$ cat config.mk
export PLATFORM = sky130hd
export DESIGN_NAME = cp0_reg
export DESIGN_NICKNAME = d
export VERILOG_FILES = /design/src/rtl/cp0_reg_pkg.sv /design/src/rtl/cp0_reg_timer.sv /design/src/rtl/cp0_reg.sv
export SDC_FILE = /design/constraint.sdc
export NUM_CORES = 1
export LEC_CHECK = 0
export CAP_MARGIN = 15
export CORE_AREA = 2 2 146 148
export CTS_BUF_LIST = sky130_fd_sc_hd__clkbuf_8
export DETAILED_ROUTE_END_ITERATION = 10
export DIE_AREA = 0 0 148 150
export PLACE_DENSITY = 0.8
export SYNTH_ARGS = -nofsm -noshare
export SYNTH_HDL_FRONTEND = slang
export SYNTH_SLANG_ARGS = --single-unit
$ cat constraint.sdc
create_clock -name clk -period 5.28 [get_ports clk]
set_input_delay 0.528 -clock clk [delete_from_list [all_inputs] [get_ports clk]]
set_output_delay 0.528 -clock clk [all_outputs]
set_load 0.02 [all_outputs]
$ cat src/rtl/cp0_reg_pkg.sv
`default_nettype none
// ============================================================================
// Module      : cp0_reg_pkg
// Description : Shared constants and helpers for the CP0 register file.
//               Holds CP0 register addresses, MEM-stage exception type codes,
//               ExcCode values, Status/Cause bit positions, reset values and
//               the exception-type decoder.
// Revision    : 1.0 - initial release
// ============================================================================
package cp0_reg_pkg;

    // CP0 register addresses (rd field of MTC0/MFC0)
    localparam logic [4:0] c_REG_COUNT   = 5'd9;
    localparam logic [4:0] c_REG_COMPARE = 5'd11;
    localparam logic [4:0] c_REG_STATUS  = 5'd12;
    localparam logic [4:0] c_REG_CAUSE   = 5'd13;
    localparam logic [4:0] c_REG_EPC     = 5'd14;
    localparam logic [4:0] c_REG_PRID    = 5'd15;
    localparam logic [4:0] c_REG_CONFIG  = 5'd16;

    // Exception type codes presented by the MEM stage
    localparam logic [31:0] c_EXC_INTERRUPT = 32'h0000_0001;
    localparam logic [31:0] c_EXC_SYSCALL   = 32'h0000_0008;
    localparam logic [31:0] c_EXC_BREAK     = 32'h0000_0009;
    localparam logic [31:0] c_EXC_RI        = 32'h0000_000A;
    localparam logic [31:0] c_EXC_OV        = 32'h0000_000C;
    localparam logic [31:0] c_EXC_TRAP      = 32'h0000_000D;
    localparam logic [31:0] c_EXC_ERET      = 32'h0000_000E;

    // ExcCode values written into Cause[6:2]
    localparam logic [4:0] c_EXCCODE_INT  = 5'd0;
    localparam logic [4:0] c_EXCCODE_SYS  = 5'd8;
    localparam logic [4:0] c_EXCCODE_BP   = 5'd9;
    localparam logic [4:0] c_EXCCODE_RI   = 5'd10;
    localparam logic [4:0] c_EXCCODE_OV   = 5'd12;
    localparam logic [4:0] c_EXCCODE_TRAP = 5'd13;

    // Status / Cause bit positions
    localparam int c_STATUS_EXL     = 1;
    localparam int c_CAUSE_BD       = 31;
    localparam int c_CAUSE_IV       = 23;
    localparam int c_CAUSE_WP       = 22;
    localparam int c_CAUSE_IP_HW_LO = 10;   // IP7..IP2 occupy [15:10]
    localparam int c_CAUSE_IP_SW_LO = 8;    // IP1..IP0 occupy [9:8]
    localparam int c_CAUSE_EXC_LO   = 2;    // ExcCode occupies [6:2]

    // Reset values
    localparam logic [31:0] c_STATUS_RST = 32'h1000_0000;   // CU0=1
    localparam logic [31:0] c_ZERO_RST   = 32'h0000_0000;

    // Decoded exception request
    typedef struct packed {
        logic       take;   // exception that updates EPC/Cause/EXL
        logic       eret;   // return from exception
        logic [4:0] code;   // ExcCode for a taken exception
    } exc_info_t;

    // Unknown nonzero types decode to "nothing", so they leave CP0 untouched.
    function automatic exc_info_t decode_exc(input logic [31:0] exc_type);
        exc_info_t info;
        info = '{take: 1'b0, eret: 1'b0, code: c_EXCCODE_INT};
        case (exc_type)
            c_EXC_INTERRUPT: begin info.take = 1'b1; info.code = c_EXCCODE_INT;  end
            c_EXC_SYSCALL:   begin info.take = 1'b1; info.code = c_EXCCODE_SYS;  end
            c_EXC_BREAK:     begin info.take = 1'b1; info.code = c_EXCCODE_BP;   end
            c_EXC_RI:        begin info.take = 1'b1; info.code = c_EXCCODE_RI;   end
            c_EXC_OV:        begin info.take = 1'b1; info.code = c_EXCCODE_OV;   end
            c_EXC_TRAP:      begin info.take = 1'b1; info.code = c_EXCCODE_TRAP; end
            c_EXC_ERET:      info.eret = 1'b1;
            default:         ;
        endcase
        return info;
    endfunction

endpackage : cp0_reg_pkg
`default_nettype wire

$ cat src/rtl/cp0_reg_timer.sv
`default_nettype none
// ============================================================================
// Module      : cp0_reg_timer
// Description : CP0 Count/Compare timer. Count free-runs, Compare sets the
//               match point, timer_int_o latches on a match and is cleared
//               only by a Compare write.
// Ports       : clk, rst          - clock, synchronous active-high reset
//               we_i/waddr_i/wdata_i - WB-stage CP0 write port
//               count_o, compare_o - current register values
//               timer_int_o        - registered timer interrupt
// Revision    : 1.0 - initial release
// ============================================================================
module cp0_reg_timer
    import cp0_reg_pkg::*;
(
    input  logic        clk,
    input  logic        rst,
    input  logic        we_i,
    input  logic [4:0]  waddr_i,
    input  logic [31:0] wdata_i,
    output logic [31:0] count_o,
    output logic [31:0] compare_o,
    output logic        timer_int_o
);

    logic [31:0] r_count;
    logic [31:0] r_compare;
    logic        r_timer_int;

    // Match uses the pre-increment count; Compare==0 disables the timer.
    logic w_match;
    assign w_match = (r_compare != 32'd0) && (r_count == r_compare);

    always_ff @(posedge clk) begin
        if (rst) begin
            r_count     <= c_ZERO_RST;
            r_compare   <= c_ZERO_RST;
            r_timer_int <= 1'b0;
        end else begin
            r_count <= r_count + 32'd1;
            if (w_match) begin
                r_timer_int <= 1'b1;
            end
            if (we_i && (waddr_i == c_REG_COUNT)) begin
                r_count <= wdata_i;
            end
            // A Compare write acknowledges the interrupt and beats a match.
            if (we_i && (waddr_i == c_REG_COMPARE)) begin
                r_compare   <= wdata_i;
                r_timer_int <= 1'b0;
            end
        end
    end

    assign count_o     = r_count;
    assign compare_o   = r_compare;
    assign timer_int_o = r_timer_int;

endmodule : cp0_reg_timer
`default_nettype wire

$ cat src/rtl/cp0_reg.sv
`default_nettype none
// ============================================================================
// Module      : cp0_reg
// Description : Coprocessor-0 register file. Accepts MTC0 writes from WB,
//               records MEM-stage exceptions (EPC/Cause/Status.EXL), samples
//               hardware interrupt lines into Cause, and serves MFC0 reads to
//               EX combinationally from register state.
// Ports       : clk, rst                 - clock, synchronous active-high reset
//               we_i/waddr_i/wdata_i     - WB-stage CP0 write port
//               raddr_i/data_o           - EX-stage read port
//               int_i                    - hardware interrupts IP7..IP2
//               excepttype_i, current_inst_addr_i, is_in_delayslot_i
//                                        - MEM-stage exception info
//               count_o..prid_o          - current register values
//               timer_int_o              - registered timer interrupt
// Revision    : 1.0 - initial release
// ============================================================================
module cp0_reg
    import cp0_reg_pkg::*;
#(
    parameter logic [31:0] PRID_VAL   = 32'h004C_0102,
    parameter logic [31:0] CONFIG_VAL = 32'h0000_8000
) (
    input  logic        clk,
    input  logic        rst,
    input  logic        we_i,
    input  logic [4:0]  waddr_i,
    input  logic [31:0] wdata_i,
    input  logic [4:0]  raddr_i,
    input  logic [5:0]  int_i,
    input  logic [31:0] excepttype_i,
    input  logic [31:0] current_inst_addr_i,
    input  logic        is_in_delayslot_i,
    output logic [31:0] data_o,
    output logic [31:0] count_o,
    output logic [31:0] compare_o,
    output logic [31:0] status_o,
    output logic [31:0] cause_o,
    output logic [31:0] epc_o,
    output logic [31:0] config_o,
    output logic [31:0] prid_o,
    output logic        timer_int_o
);

    logic [31:0] r_status;
    logic [31:0] r_cause;
    logic [31:0] r_epc;

    logic [31:0] w_status_nxt;
    logic [31:0] w_cause_nxt;
    logic [31:0] w_epc_nxt;
    logic [31:0] w_count;
    logic [31:0] w_compare;
    exc_info_t   w_exc;

    cp0_reg_timer u_timer (
        .clk         (clk),
        .rst         (rst),
        .we_i        (we_i),
        .waddr_i     (waddr_i),
        .wdata_i     (wdata_i),
        .count_o     (w_count),
        .compare_o   (w_compare),
        .timer_int_o (timer_int_o)
    );

    assign w_exc = decode_exc(excepttype_i);

    // Next-state: interrupt sampling, then the WB write, then the exception,
    // so exception fields override a same-cycle MTC0.
    always_comb begin
        w_status_nxt = r_status;
        w_cause_nxt  = r_cause;
        w_epc_nxt    = r_epc;

        w_cause_nxt[c_CAUSE_IP_HW_LO +: 6] = int_i;

        if (we_i) begin
            case (waddr_i)
                c_REG_STATUS: w_status_nxt = wdata_i;
                c_REG_CAUSE: begin
                    w_cause_nxt[c_CAUSE_IP_SW_LO +: 2] = wdata_i[c_CAUSE_IP_SW_LO +: 2];
                    w_cause_nxt[c_CAUSE_WP]            = wdata_i[c_CAUSE_WP];
                    w_cause_nxt[c_CAUSE_IV]            = wdata_i[c_CAUSE_IV];
                end
                c_REG_EPC:    w_epc_nxt = wdata_i;
                default:      ;
            endcase
        end

        if (w_exc.take) begin
            // A nested exception (EXL already set) keeps the original EPC/BD.
            if (!r_status[c_STATUS_EXL]) begin
                if (is_in_delayslot_i) begin
                    w_epc_nxt              = current_inst_addr_i - 32'd4;
                    w_cause_nxt[c_CAUSE_BD] = 1'b1;
                end else begin
                    w_epc_nxt              = current_inst_addr_i;
                    w_cause_nxt[c_CAUSE_BD] = 1'b0;
                end
            end
            w_status_nxt[c_STATUS_EXL]         = 1'b1;
            w_cause_nxt[c_CAUSE_EXC_LO +: 5]   = w_exc.code;
        end else if (w_exc.eret) begin
            w_status_nxt[c_STATUS_EXL] = 1'b0;
        end
    end

    always_ff @(posedge clk) begin
        if (rst) begin
            r_status <= c_STATUS_RST;
            r_cause  <= c_ZERO_RST;
            r_epc    <= c_ZERO_RST;
        end else begin
            r_status <= w_status_nxt;
            r_cause  <= w_cause_nxt;
            r_epc    <= w_epc_nxt;
        end
    end

    // MFC0 read: register state only; EX forwards in-flight MTC0 values.
    always_comb begin
        data_o = 32'd0;
        case (raddr_i)
            c_REG_COUNT:   data_o = w_count;
            c_REG_COMPARE: data_o = w_compare;
            c_REG_STATUS:  data_o = r_status;
            c_REG_CAUSE:   data_o = r_cause;
            c_REG_EPC:     data_o = r_epc;
            c_REG_PRID:    data_o = PRID_VAL;
            c_REG_CONFIG:  data_o = CONFIG_VAL;
            default:       data_o = 32'd0;
        endcase
    end

    assign count_o   = w_count;
    assign compare_o = w_compare;
    assign status_o  = r_status;
    assign cause_o   = r_cause;
    assign epc_o     = r_epc;
    assign prid_o    = PRID_VAL;
    assign config_o  = CONFIG_VAL;

endmodule : cp0_reg
`default_nettype wire
==> results_dict.tcl <==
set metrics [dict create \
    synthDistinctLibCells 60 \
    grtUsageMet3 0.0899 \
    n_antenna_cell 0 \
    max_slew_margin 0.250 \
    fin_skew_ns 0.0205 \
    hold_class "reg2reg" \
    p_comb_frac 0.150 \
    clk_path_buf_depth 2 \
    gr-usage-met2 0.463 \
    clkPwrFrac 0.381 \
    area_delta_synth_final_pct 36.1 \
    synthCells 1071 \
    rr_worst_depth 5 \
    grt-ovfl-total 0 \
    path_delay_family "buffers and inverters" \
    timing.rr.start "u_timer.count_o[2]" \
    place_congestion 0.976 \
    grt_pass1_vias 8288 \
    post-dp-hpwl_um 25700 \
    drive_above_1_share 0.0559 \
    peakVddDrop_mv 0.144 \
    rsz0062_at_grt "no" \
    synth_fa_ha_area_frac 0.00288 \
    synth-async-reset-ratio 0 \
    place_inst 1567 \
    min_from "status_o[23]" \
    clk_root_buffer_cell "clkbuf_8" \
    wl_um 33600 \
    fp.dieArea_mm2 0.0222 \
    drc_errors 0 \
    viasPerCell 5.64 \
    synth_simple_gate_area_share 0.228 \
    maxCapViolCount 0 \
    wl_per_cell_um 21.0 \
    maxClockFrequency_mhz 241 \
    finalSetupViolCount 0 \
    hold_buffers 0 \
    ys.flop_type "dfxtp_1" \
    grt.busiest_layer "met2" \
    fin_util 0.572 \
    p_leak_nw 4.00 \
    placementRows 53 \
    clock_latency_ns 0.47 \
    period_share 0.787 \
    cp-end-kind "primary output" \
    hold-path-cell-count 2 \
    r2r_slack_ns 3.15 \
    crit_chain "clkdlybuf4s50_1 -> nand3b_1 -> buf_4 -> o2bb2ai_1 -> a221o_1 -> clkdlybuf4s50_1" \
    cpMaxStageDelayCell "nand3b_1" \
    swShare 0.294 \
    port_buffers 291 \
    hold_violations 0 \
    fin_cells 1599 \
    synthXorXnorAreaFrac 0.0906 \
    tightest_slew_ns 1.12 \
    synth-edff-count 0 \
    arrival_ns 3.63 \
    crit_path_frequent_cell "clkdlybuf4s50_1" \
    cts_tree "yes" \
    grt_max_degree 76 \
    antenna_found_initial 2 \
    fin_setup_tns_ns 0 \
    power_density_mw_per_mm2 202 \
    cp_data_required_time_ns 4.75 \
    syn_area_mm2 0.00870 \
    ant_nets 0 \
    cts_setup_buffers 0 \
    path_class "in2out" \
    post-route-min-period_ns 4.16 \
    synth_compound_area_frac 0.195 \
    drtIter0Drc 808 \
    vias 9020 \
    worstHoldEndpoint "status_o[23]" \
    ys_seq_area_frac 0.331 \
    numCtsBuffers 17 \
    path_buf_inv 3 \
    yosys_warnings 0 \
    initial_utilization 0.421 \
    p_sw_uw 703 \
    grt.total_usage 0.294 \
    fillers 1837 \
    seq_power_share 0.469 \
    met1_usage 0.379 \
    drt_pre_antenna_iters 5 \
    p_int_mw 1.69 \
    coreArea_mm2 0.0207 \
    io_pins 373 \
    die_x_um 148 \
    ctsResizeCount 0 \
    start_kind "input pin" \
    worstPathMaxFanout 25 \
    finalPower_mw 2.39 \
    final_nets 1429 \
    cts_max_level 4 \
    clk_pin_slew_worst_paths_ns 0.09 \
    synth_area_per_cell_um2 8.13 \
    grt_pass1_wl_um 49500 \
    drv_slew 0 \
    ys_ff_latch 144 \
    outcome "finished clean" \
    holdWs_ns 0.481 \
    slowest_delay_ns 0.87 \
    clock-sinks 144 \
    rr_endpoint "u_timer.count_o[28]" \
    yosys-mux-area-fraction 0.0414 \
    synth_top_family_by_area "simple AND/OR/NAND/NOR gates" \
    die_y_um 150 \
]
cells in the mapped netlist (2+ instances only):
library cell,instances,area (um^2)
dfxtp_1,144,2880
ha_1,2,25.0
nor3b_2,2,25.0
mux2i_1,36,360
a32oi_1,2,17.5
buf_2,8,40.0
and4_1,7,61.3
a21oi_1,73,365
nand3_1,22,110
o22ai_1,3,18.8
buf_1,2,7.51
or3_1,4,25.0
xnor2_1,50,438
a221o_1,12,120
nand3b_1,5,37.5
o31ai_1,2,15.0
nor4_4,3,63.8
a211oi_1,84,631
a22oi_1,14,105
o2bb2ai_1,12,105
conb_1,2,7.51
nand4b_1,2,17.5
inv_1,5,18.8
and3_1,5,31.3
a211oi_2,8,100
nand2_1,153,574
nor3_1,14,70.1
nand4_1,28,175
nor3_2,2,20.0
nor2b_1,42,263
or4_1,4,30.0
clkbuf_1,69,259
buf_4,82,616
o21ai_0,18,90.1
nor2_1,59,221
o21a_1,4,30.0
nor4_1,24,150
xor2_1,40,350
nor3b_1,2,15.0
kinds of logic (layout without fill, tap and decap cells):
logic type                 count (synthesis)  count (layout)
xor gates and xnor gates                  90              90
buffers and inverters                    168             342
other                                      2              81
DFF                                      144             144
AOI/OAI and AO/OA                        241             241
muxes                                     36              36
and+or+nand+nor                          388             388
adders and majority gates                  2               2
power groups by stage:
stage / Sequential (mW) / Combinational [mW] / Clock (mW)
6_report: 1.12 / 0.359 / 0.910
5_1_grt: 1.12 / 0.381 / 0.964
4_1_cts: 1.12 / 0.355 / 0.911
3_5_place_dp: 1.14 / 0.354 / 0
3_3_place_gp: 1.14 / 0.352 / 0
2_1_floorplan: 1.15 / 0.205 / 0
per-layer routing:
layer / wire length (um) / vias up
li1: - / 4146
met1: 13600 / 4237
met2: 15300 / 550
met3: 3480 / 83
met4: 1180 / 4
met5: 30 / -
stage by stage:
step	setup slack (ns)	area, um^2
3_3_place_gp	1.27	11400
4_1_cts	1.12	11800
5_1_grt	0.975	11800
2_1_floorplan	2.64	9000
3_5_place_dp	1.13	11400
6_report	1.12	11800
how the worst max path moves through the flow:
stage                    start         end  cells after the start
detailed placement  raddr_i[0]   data_o[9]                      6
global placement    raddr_i[3]   data_o[5]                      8
global route        raddr_i[0]   data_o[9]                      6
CTS                 raddr_i[0]   data_o[5]                      6
floorplan           raddr_i[1]  data_o[16]                      5
finish              raddr_i[0]   data_o[5]                      6
worst min-delay path, delay by kind of cell (launching register included):
family | cells | cell delay, ns
AND/OR/NAND/NOR | 1 | 0.06
AO/OA/AOI/OAI | 1 | 0.05
flip-flops | 1 | 0.33
cell type report:
type	instances	area (um^2)	share of cell area
clock buffer	18	248	0.0209
clock inverter	14	155	0.0131
inverter	5	18.8	0.00158
multi-input combinational	838	5180	0.438
sequential	144	2880	0.243
tap	275	344	0.0291
timing repair buffer	305	3010	0.254
state kept, by name (all words and copies together), names as in the netlist:
register and flops:
epc_o 32, u_timer.compare_o 32, u_timer.timer_int_o 1, cause_o 15, status_o 32, u_timer.count_o 32
cells in the final DEF (no fill, tap or decap), drive strengths merged, types with 5 or more instances in the layout:
master | synthesis | final
and3 | 5 | 5
a22oi | 14 | 14
xnor2 | 50 | 50
mux2i | 36 | 36
a221o | 12 | 12
nor4 | 28 | 28
buf | 93 | 16
nor3 | 17 | 17
nand3b | 5 | 5
o2bb2ai | 12 | 12
a21oi | 73 | 73
clkinv | 0 | 6
nor2 | 59 | 59
xor2 | 40 | 40
clkbuf | 70 | 18
clkdlybuf4s50 | 0 | 289
nand3 | 22 | 22
and4 | 7 | 7
conb | 2 | 81
dfxtp | 144 | 144
inv | 5 | 9
nor2b | 42 | 42
nand2 | 153 | 153
a211oi | 92 | 92
or3 | 5 | 5
or4 | 5 | 5
o21ai | 18 | 18
nand4 | 29 | 29
Note: power is estimated with default switching activity, not from simulation.
